File: config.mk
export PLATFORM = sky130hd
export DESIGN_NAME = hazard_ctrl
export DESIGN_NICKNAME = d
export VERILOG_FILES = /design/src/rtl/hazard_ctrl.sv
export SDC_FILE = /design/constraint.sdc
export NUM_CORES = 1
export LEC_CHECK = 0
export ABC_AREA = 1
export BUFFER_PORTS_ARGS = -buffer_cell sky130_fd_sc_hd__buf_4
export CORE_AREA = 4 4 41 43
export DETAILED_ROUTE_END_ITERATION = 10
export DIE_AREA = 0 0 45 47
export SLEW_MARGIN = 25
export SYNTH_ARGS = -nofsm -noshare
export SYNTH_HDL_FRONTEND = slang
export SYNTH_SLANG_ARGS = --single-unit
File: constraint.sdc
create_clock -name clk -period 1.36 [get_ports clk]
set_clock_uncertainty 0.15 [all_clocks]
set_input_delay 0 -clock clk [delete_from_list [all_inputs] [get_ports clk]]
set_output_delay 0 -clock clk [all_outputs]
set_load 0.02 [all_outputs]
File: src/rtl/hazard_ctrl.sv
// hazard_ctrl: pipeline hazard controller (load-use stall, branch flush, imem miss); HAZARD_STALL_CNT_EN adds stall_cnt
module hazard_ctrl #(
  parameter int FLUSH_CYCLES = 1
) (
  input  logic        clk,
  input  logic        rst,
  input  logic [4:0]  ID_rs,
  input  logic [4:0]  ID_rt,
  input  logic        ID_uses_rt,
  input  logic [4:0]  EX_rt,
  input  logic        EX_memread,
  input  logic        EX_branch_taken,
  input  logic        IF_imem_ready,
  output logic        pc_we,
  output logic        if_id_we,
  output logic        if_id_flush,
  output logic        id_ex_bubble,
`ifdef HAZARD_STALL_CNT_EN
  output logic [31:0] stall_cnt,
`endif
  output logic [1:0]  ctrl_state
);
  typedef enum logic [1:0] {RUN = 2'd0, FLUSH = 2'd1, IMISS = 2'd2} state_t;
  state_t state_q, state_d;
  logic [1:0] cnt_q, cnt_d;
  logic lu, run_or_miss;
  // priority-resolved outputs and next state
  always_comb begin
    lu = EX_memread && EX_rt != 5'd0 && (EX_rt == ID_rs || (ID_uses_rt && EX_rt == ID_rt));
    run_or_miss = state_q == RUN || state_q == IMISS;
    state_d = RUN;
    cnt_d = cnt_q;
    {pc_we, if_id_we, if_id_flush, id_ex_bubble} = 4'b1100;
    if (rst) begin
      {pc_we, if_id_we, if_id_flush, id_ex_bubble} = 4'b0111;
      cnt_d = 2'd0;
    end else if (EX_branch_taken) begin
      {pc_we, if_id_we, if_id_flush, id_ex_bubble} = 4'b1111;
      state_d = FLUSH_CYCLES > 1 ? FLUSH : RUN;
      cnt_d = 2'(FLUSH_CYCLES - 1);
    end else if (state_q == FLUSH) begin
      {pc_we, if_id_we, if_id_flush, id_ex_bubble} = {IF_imem_ready, 3'b110};
      cnt_d = cnt_q - 2'd1;
      state_d = cnt_q == 2'd1 ? RUN : FLUSH;
    end else if (lu && run_or_miss) begin
      {pc_we, if_id_we, if_id_flush, id_ex_bubble} = 4'b0001;
      state_d = state_q;
    end else if (!IF_imem_ready && run_or_miss) begin
      {pc_we, if_id_we, if_id_flush, id_ex_bubble} = 4'b0110;
      state_d = IMISS;
    end
  end
  // state and flush counter registers
  always_ff @(posedge clk) begin
    if (rst) begin
      state_q <= RUN;
      cnt_q <= 2'd0;
    end else begin
      state_q <= state_d;
      cnt_q <= cnt_d;
    end
  end
  assign ctrl_state = state_q;
`ifdef HAZARD_STALL_CNT_EN
  logic [31:0] stall_cnt_q, stall_cnt_d;
  // count cycles where the PC is held
  always_comb stall_cnt_d = pc_we ? stall_cnt_q : stall_cnt_q + 32'd1;
  // stall counter register
  always_ff @(posedge clk) begin
    if (rst) stall_cnt_q <= '0;
    else stall_cnt_q <= stall_cnt_d;
  end
  assign stall_cnt = stall_cnt_q;
`endif
endmodule

==> flow_summary.toml, run 1 <==
[yosys]
syn_area_um2 = 448
ys.flop_type = "dfxtp_1"
synth_cell_type_count = 17
avgSynthCellArea_um2 = 5.33
synth_edf_count = 0
yosysWarningCount = 0
yosysSeqAreaShare = 0.179
synthesis.nets = 106
async_flop_share = 0
ys_ff_latch = 4
postSynthCellCount = 84

[sta]
fin_crit_ps = 1350
rsz0062_at_grt = "true"
setup-tns-final_ps = 0
hold_ws_ps = 22.8
fin_ws_ps = 14.9
worstMarginPinSlew_ps = 286
period_share = 0.989
hold_viol = 0
timing.fmax_mhz = 743
maxSlewHeadroom = 0.808
setup_viol = 0
final-max-slew-violation-count = 0

[critical_path]
r2r_slack_ps = 220
slowest_delay_ps = 320
critPathLaunch = "ctrl_state[0]"
cp_slowest_cell = "dfxtp_2"
critPathLaunchType = "register"
required_ps = 1210
worstPathMaxFanout = 3
crit_arrival_ps = 1200
cp_cell_sequence = "buf_4 -> nor2_1 -> nor2_1 -> nand2_1 -> a21oi_2 -> buf_4"
r2r-start = "ctrl_state[0]"
setup.worst_path.end_class = "output pin"
worstSetupPathType = "register to output pin"
critPathTopFamily = "flip-flops"
crit_buf_inv = 2

[run_status]
outcome = "completed"

[global_route]
antenna_found_initial = 0
grt-ovfl-total = 0
grt_max_degree = 7
grt_pass1_wl_um = 1950
grt_pass1_vias = 523
track_usage = 0.122

[floorplanning]
start_util = 0.344
ioPinCount = 27
die_area_mm2 = 0.00212
fp.dieW_um = 45
core_mm2 = 0.00130
num_rows = 13
die_h_um = 47

[pwr]
ir_drop_uv = 441
total_power_uw = 422
powerDensity_mw_per_mm2 = 563
cellLeakagePower_nw = 0.430

[place]
dp_hpwl_um = 945
preCtsSetupSlack_ps = 178
port_buffers = 26
gp_routability_congestion = 0.707

[clock_network]
cts_made_buffers = 3
clk_pin_slew_worst_paths_ps = 40
cts_buffer_depth = 2
clkLatencyLatePin_ps = 230
h-tree-depth = 1
cts.sinks = 4
cts_root_buf = "clkbuf_4"
cts_tree = "built"

[cells_and_area]
fin_nets = 142
multi_input_area_um2 = 305
final_cell_mix = "buf_4 (28), nand2_1 (25), inv_1 (14)"
drive_gt1_frac = 0.449
seqCellArea_um2 = 81.3
fillerInstances = 141
antenna_cells = 0
final_common_cell = "buf_4"
area_growth_pct = 67.0

[routing]
drt_wl_total_um = 1230
drt_iter0_drc = 3
drt-pass1-iter-count = 4
wl_per_cell_um = 9.23
vias_per_cell = 4.40
via_count = 585
drtAntennaViolNets = 0
drc_errors = 0

[min_path]
min_from = "EX_memread"
hold_path.class = "input pin to register"

[flow_run]
cap_violations = 0
==> through the flow <==
step / cell area, um^2 / utilization / instances
2_1_floorplan: 448 / - / 84
4_1_cts: 708 / 0.544 / 130
5_1_grt: 748 / 0.575 / 133
3_5_place_dp: 662 / 0.509 / 125
6_report: 748 / 0.575 / 133
3_3_place_gp: 662 / 0.509 / 125
==> path summary, 6_finish.rpt <==
kind	cells after the start	end
worst max-delay path	6	pc_we
worst max register to register	5	ctrl_state[1]
worst min register to register	2	cnt_q[1]
worst min-delay path	5	ctrl_state[1]
==> worst reg2reg max path, stage by stage, from the launching register on <==
cell	delay [ps]
dfxtp_2	320
buf_4	130
nor2_1	160
nand2_2	90
buf_4	140
a21oi_2	90
==> what timing repair did <==
action | 4_1_cts | 5_1_grt
pin swaps | 0 | 4
setup buffers | 0 | 3
resized for setup | 3 | 5
hold buffers | 2 | 0
setup endpoints to repair | 1 | 2
hold endpoints to repair | 4 | 0
==> report_power, final <==
group	internal, mW	switching (mW)	leakage, nW	total, mW
combinational	0.0831	0.0774	0.383	0.160
sequential	0.119	0.00180	0.0329	0.121
clock	0.0983	0.0418	0.0138	0.140
==> layout make-up <==
type                    instances  share of cell area
multi-input cells              59               0.408
repair buffers                 31               0.323
flip-flops and latches          4               0.109
inverters                      21               0.105
clock buffers                   3              0.0301
well taps                      15              0.0251
==> sequential cells by signal, summed over array words and instances, names as in the netlist <==
signal / flops
cnt_q: 2
ctrl_state: 2
==> synth_stat cells, types with 2 or more instances <==
cell type,count,share of area
nand3_1,4,0.045
nor2_1,10,0.084
o21ai_0,2,0.022
a21oi_1,3,0.034
inv_2,5,0.042
inv_1,16,0.13
nand2_1,25,0.21
nand2_2,6,0.084
nand3_2,2,0.045
dfxtp_1,4,0.18
==> routing by layer <==
metal / part of all wire / routed length [um] / global-route usage / up-vias
met5: 0 / 0 / 0 / -
met4: 0 / 0 / 0.0526 / 0
met3: 0.047 / 58 / 0.0115 / 0
met2: 0.54 / 662 / 0.212 / 11
met1: 0.41 / 506 / 0.154 / 257
li1: - / - / - / 317
==> cells by family after synthesis <==
logic type,Yosys count,share of synthesized area
xor gates and xnor gates,1,0.0196
adders and majority gates,1,0.0279
DFF,4,0.179
AOI/OAI and AO/OA,7,0.0922
buffers and inverters,21,0.176
and+or+nand+nor,50,0.506
Power figures use the tool's default switching activity.
==> run 2: changes to the inputs <==
--- a/constraint.sdc
+++ b/constraint.sdc
@@ -3,3 +3,3 @@
 set_input_delay 0 -clock clk [delete_from_list [all_inputs] [get_ports clk]]
 set_output_delay 0 -clock clk [all_outputs]
-set_load 0.02 [all_outputs]
+set_load 0.005 [all_outputs]
==> flow_summary.toml, run 2 (synthesis gave the netlist of run 1 again) <==
[routing]
via_count = 571
drt_iter0_drc = 8
drtAntennaViolNets = 0
wl_per_cell_um = 8.47
drt-pass1-iter-count = 4
drc_errors = 0
vias_per_cell = 4.33
drt_wl_total_um = 1120

[global_route]
track_usage = 0.110
grt_pass1_wl_um = 1710
antenna_found_initial = 0
grt_pass1_vias = 454
grt_max_degree = 7
grt-ovfl-total = 0

[pwr]
powerDensity_mw_per_mm2 = 563
cellLeakagePower_nw = 0.420
ir_drop_uv = 322
total_power_uw = 407

[critical_path]
cp_slowest_cell = "dlygate4sd3_1"
critPathTopFamily = "buffers and inverters"
crit_arrival_ps = 1140
critPathLaunchType = "input pin"
cp_cell_sequence = "dlygate4sd3_1 -> buf_4 -> nor2_1 -> nor2_1 -> nand2_1 -> a21oi_1 -> buf_4"
slowest_delay_ps = 530
worstPathMaxFanout = 2
required_ps = 1210
crit_buf_inv = 3
worstSetupPathType = "input pin to output pin"
setup.worst_path.end_class = "output pin"

[sta]
worstMarginPinSlew_ps = 300
hold_viol = 0
maxSlewHeadroom = 0.799
hold_ws_ps = 45.3
final-max-slew-violation-count = 0
fin_crit_ps = 1290
period_share = 0.945
fin_ws_ps = 74.3
timing.fmax_mhz = 778
setup_viol = 0

[clock_network]
h-tree-depth = 1
cts_made_buffers = 3
cts_tree = "built"
cts.sinks = 4
clk_pin_slew_worst_paths_ps = 30
cts_buffer_depth = 2
cts_root_buf = "clkbuf_4"
clkLatencyLatePin_ps = 230

[min_path]
hold_path.class = "input pin to register"

[cells_and_area]
final_area_um2 = 723
antenna_cells = 0
area_growth_pct = 61.5
final_cell_mix = "buf_4 (28), nand2_1 (25), inv_1 (14)"
finish.utilization = 0.556
final_common_cell = "buf_4"
drive_gt1_frac = 0.427
fin_nets = 141

[floorplanning]
ioPinCount = 27
die_area_mm2 = 0.00212
num_rows = 13
die_h_um = 47
fp.dieW_um = 45
start_util = 0.344
core_mm2 = 0.00130

[run_status]
outcome = "completed"

[flow_run]
cap_violations = 0

[place]
placed_area_um2 = 662
dp_hpwl_um = 955
preCtsSetupSlack_ps = 199
port_buffers = 26
gp_routability_congestion = 0.697
run 2: cell types whose count changed in the layout (fill, tap and decap cells not counted):
cell,change
nand3_1,+1
nor2_2,+1
buf_6,-1
a21oi_2,-1
a21oi_1,+1
nor2_4,-1
nand3_2,-1
run 2: final timing paths:
path            startpoint            end  slack [ps]  cells past startpoint
max          IF_imem_ready          pc_we          70                      7
min             EX_memread  ctrl_state[1]          50                      5
max reg2reg  ctrl_state[0]  ctrl_state[1]         270                      7
min reg2reg       cnt_q[1]       cnt_q[1]         300                      2
run 2: timing repair:
| item | 4_1_cts | 5_1_grt |
|---|---|---|
| setup endpoints to repair | 1 | 2 |
| setup buffers | 0 | 2 |
| resized for setup | 1 | 3 |
| hold endpoints to repair | 4 | 0 |
| hold buffers | 2 | 0 |
run 2: cell type report:
cell class | instances | area [um^2]
flip-flops and latches | 4 | 81.3
clock buffers | 3 | 22.5
well taps | 15 | 18.8
fillers | 144 | 578
inverters | 21 | 78.8
multi-input cells | 59 | 292
repair buffers | 30 | 230
run 2: worst reg2reg max path: stages, from the launching register on:
cell and delay, ps:
dfxtp_2 330, inv_2 40, nand3_1 90, inv_2 60, nand2_2 80, nand2_2 60, buf_4 130, a21oi_2 90
run 2: power by group:
group          total, mW  switching, mW  internal, mW
combinational      0.147         0.0662        0.0807
sequential         0.121        0.00165         0.119
clock              0.139         0.0409        0.0981
run 2: routing by layer:
layer | share of wire | GRT usage | wire [um]
met3 | 0.043 | 0.0115 | 48
met2 | 0.51 | 0.178 | 571
met4 | 0 | 0.0702 | 0
met1 | 0.45 | 0.139 | 499
met5 | 0 | 0 | 0
run 2: per-stage QoR:
step                TNS (ps)  instances
floorplan                  0         84
global placement           0        125
detailed placement         0        125
CTS                        0        130
global route          -0.797        132
finish                     0        132
==> run 3: changes to the inputs <==
- CORE_AREA: 4 4 41 43 -> 2 2 39 41
- DIE_AREA: 0 0 45 47 -> 0 0 41 43
- HOLD_SLACK_MARGIN: unset -> 0.06
==> flow_summary.toml, run 3 (synthesis gave the netlist of run 1 again) <==
[run_status]
outcome = "completed"

[global_route]
grt_max_degree = 7
grt_pass1_wl_um = 1750
grt_pass1_vias = 470
track_usage = 0.145
antenna_found_initial = 0
grt-ovfl-total = 0

[floorplanning]
num_rows = 14
die_h_um = 43
die_area_mm2 = 0.00176
fp.dieW_um = 41
core_mm2 = 0.00138
ioPinCount = 27
start_util = 0.324

[critical_path]
worstPathMaxFanout = 3
crit_buf_inv = 4
cp_slowest_cell = "dlygate4sd3_1"
worstSetupPathType = "input pin to output pin"
cp_cell_sequence = "dlygate4sd3_1 -> buf_4 -> nand3_2 -> inv_2 -> nand2_2 -> nand2_1 -> a21oi_1 -> buf_4"
crit_top_cell = "buf_4"
setup.worst_path.end_class = "output pin"
crit_arrival_ps = 1180
critPathLaunchType = "input pin"
slowest_delay_ps = 530
critPathTopFamily = "buffers and inverters"
required_ps = 1210

[clock_network]
cts_buffer_depth = 2
cts.sinks = 4
clkLatencyLatePin_ps = 230
cts_made_buffers = 3
h-tree-depth = 1
clk_pin_slew_worst_paths_ps = 40
cts_tree = "built"
cts_root_buf = "clkbuf_4"

[sta]
timing.fmax_mhz = 753
worstMarginPinSlew_ps = 271
hold_ws_ps = 71.5
setup_viol = 0
final-max-slew-violation-count = 0
maxSlewHeadroom = 0.818
period_share = 0.977
hold_viol = 0
fin_crit_ps = 1330

[place]
dp_hpwl_um = 887
gp_routability_congestion = 0.739
port_buffers = 26

[cells_and_area]
antenna_cells = 0
area_growth_pct = 63.4
drive_gt1_frac = 0.427
final_common_cell = "buf_4"
final_cell_mix = "buf_4 (27), nand2_1 (25), inv_1 (14)"
fin_nets = 141
fillerInstances = 155

[pwr]
cellLeakagePower_nw = 0.423
total_power_uw = 415
powerDensity_mw_per_mm2 = 567
ir_drop_uv = 438

[routing]
via_count = 564
drt_iter0_drc = 4
drtAntennaViolNets = 0
wl_per_cell_um = 8.16
vias_per_cell = 4.24
drc_errors = 0
drt_wl_total_um = 1090
drt-pass1-iter-count = 4

[min_path]
hold_path.class = "input pin to register"

[flow_run]
cap_violations = 0
## run 3: power breakdown
part           internal (mW)  switching (mW)  total [mW]
clock network         0.0987          0.0485       0.147
registers              0.119         0.00135       0.121
logic                 0.0809          0.0661       0.147
total                  0.299           0.116       0.415
## run 3: worst paths after layout
kind / startpoint / depth (start not counted) / endpoint / slack (ps)
setup / recovery: EX_memread / 8 / pc_we / 30
hold / removal: ID_rs[2] / 6 / ctrl_state[1] / 70
setup reg to reg: ctrl_state[0] / 5 / cnt_q[0] / 280
hold reg to reg: cnt_q[1] / 2 / cnt_q[1] / 300
## run 3: area by class of cell
type / count / area, um^2 / share of cell area
sequential: 4 / 81.3 / 0.111
multi-input combinational: 59 / 297 / 0.405
timing repair buffer: 30 / 233 / 0.318
inverter: 21 / 78.8 / 0.108
clock buffer: 3 / 22.5 / 0.0308
tap: 16 / 20.0 / 0.0274
## run 3: worst reg2reg max path: stages, from the launching register on
cell and delay (ps):
dfxtp_2 340, inv_2 50, nor2_2 110, inv_1 110, o21ai_0 160, a21oi_1 50
## run 3: metal layers
metal,global-route usage,part of all wire,vias to the layer above
met3,0.0471,0.052,2
met5,0,0,-
li1,-,-,317
met4,0.0800,0.013,0
met2,0.216,0.50,11
met1,0.176,0.43,234
## run 3: repair_timing
item / CTS / global route
resized for setup: 2 / 3
endpoints found under the setup margin: 1 / 2
hold buffers: 3 / 0
endpoints found under the hold margin: 4 / 0
buffers inserted: 0 / 1
pin swaps: 0 / 2
## run 3: through the flow
step / worst slack [ps] / instance area (um^2) / std cells / util / TNS, ps
finish: 31.2 / 732 / 133 / 0.529 / 0
global route: -9.20 / 732 / 133 / 0.529 / -12.0
CTS: 18.3 / 718 / 132 / 0.519 / 0
detailed placement: 205 / 663 / 126 / 0.479 / 0
global placement: 239 / 663 / 126 / 0.479 / 0
floorplan: 271 / 448 / 84 / - / 0
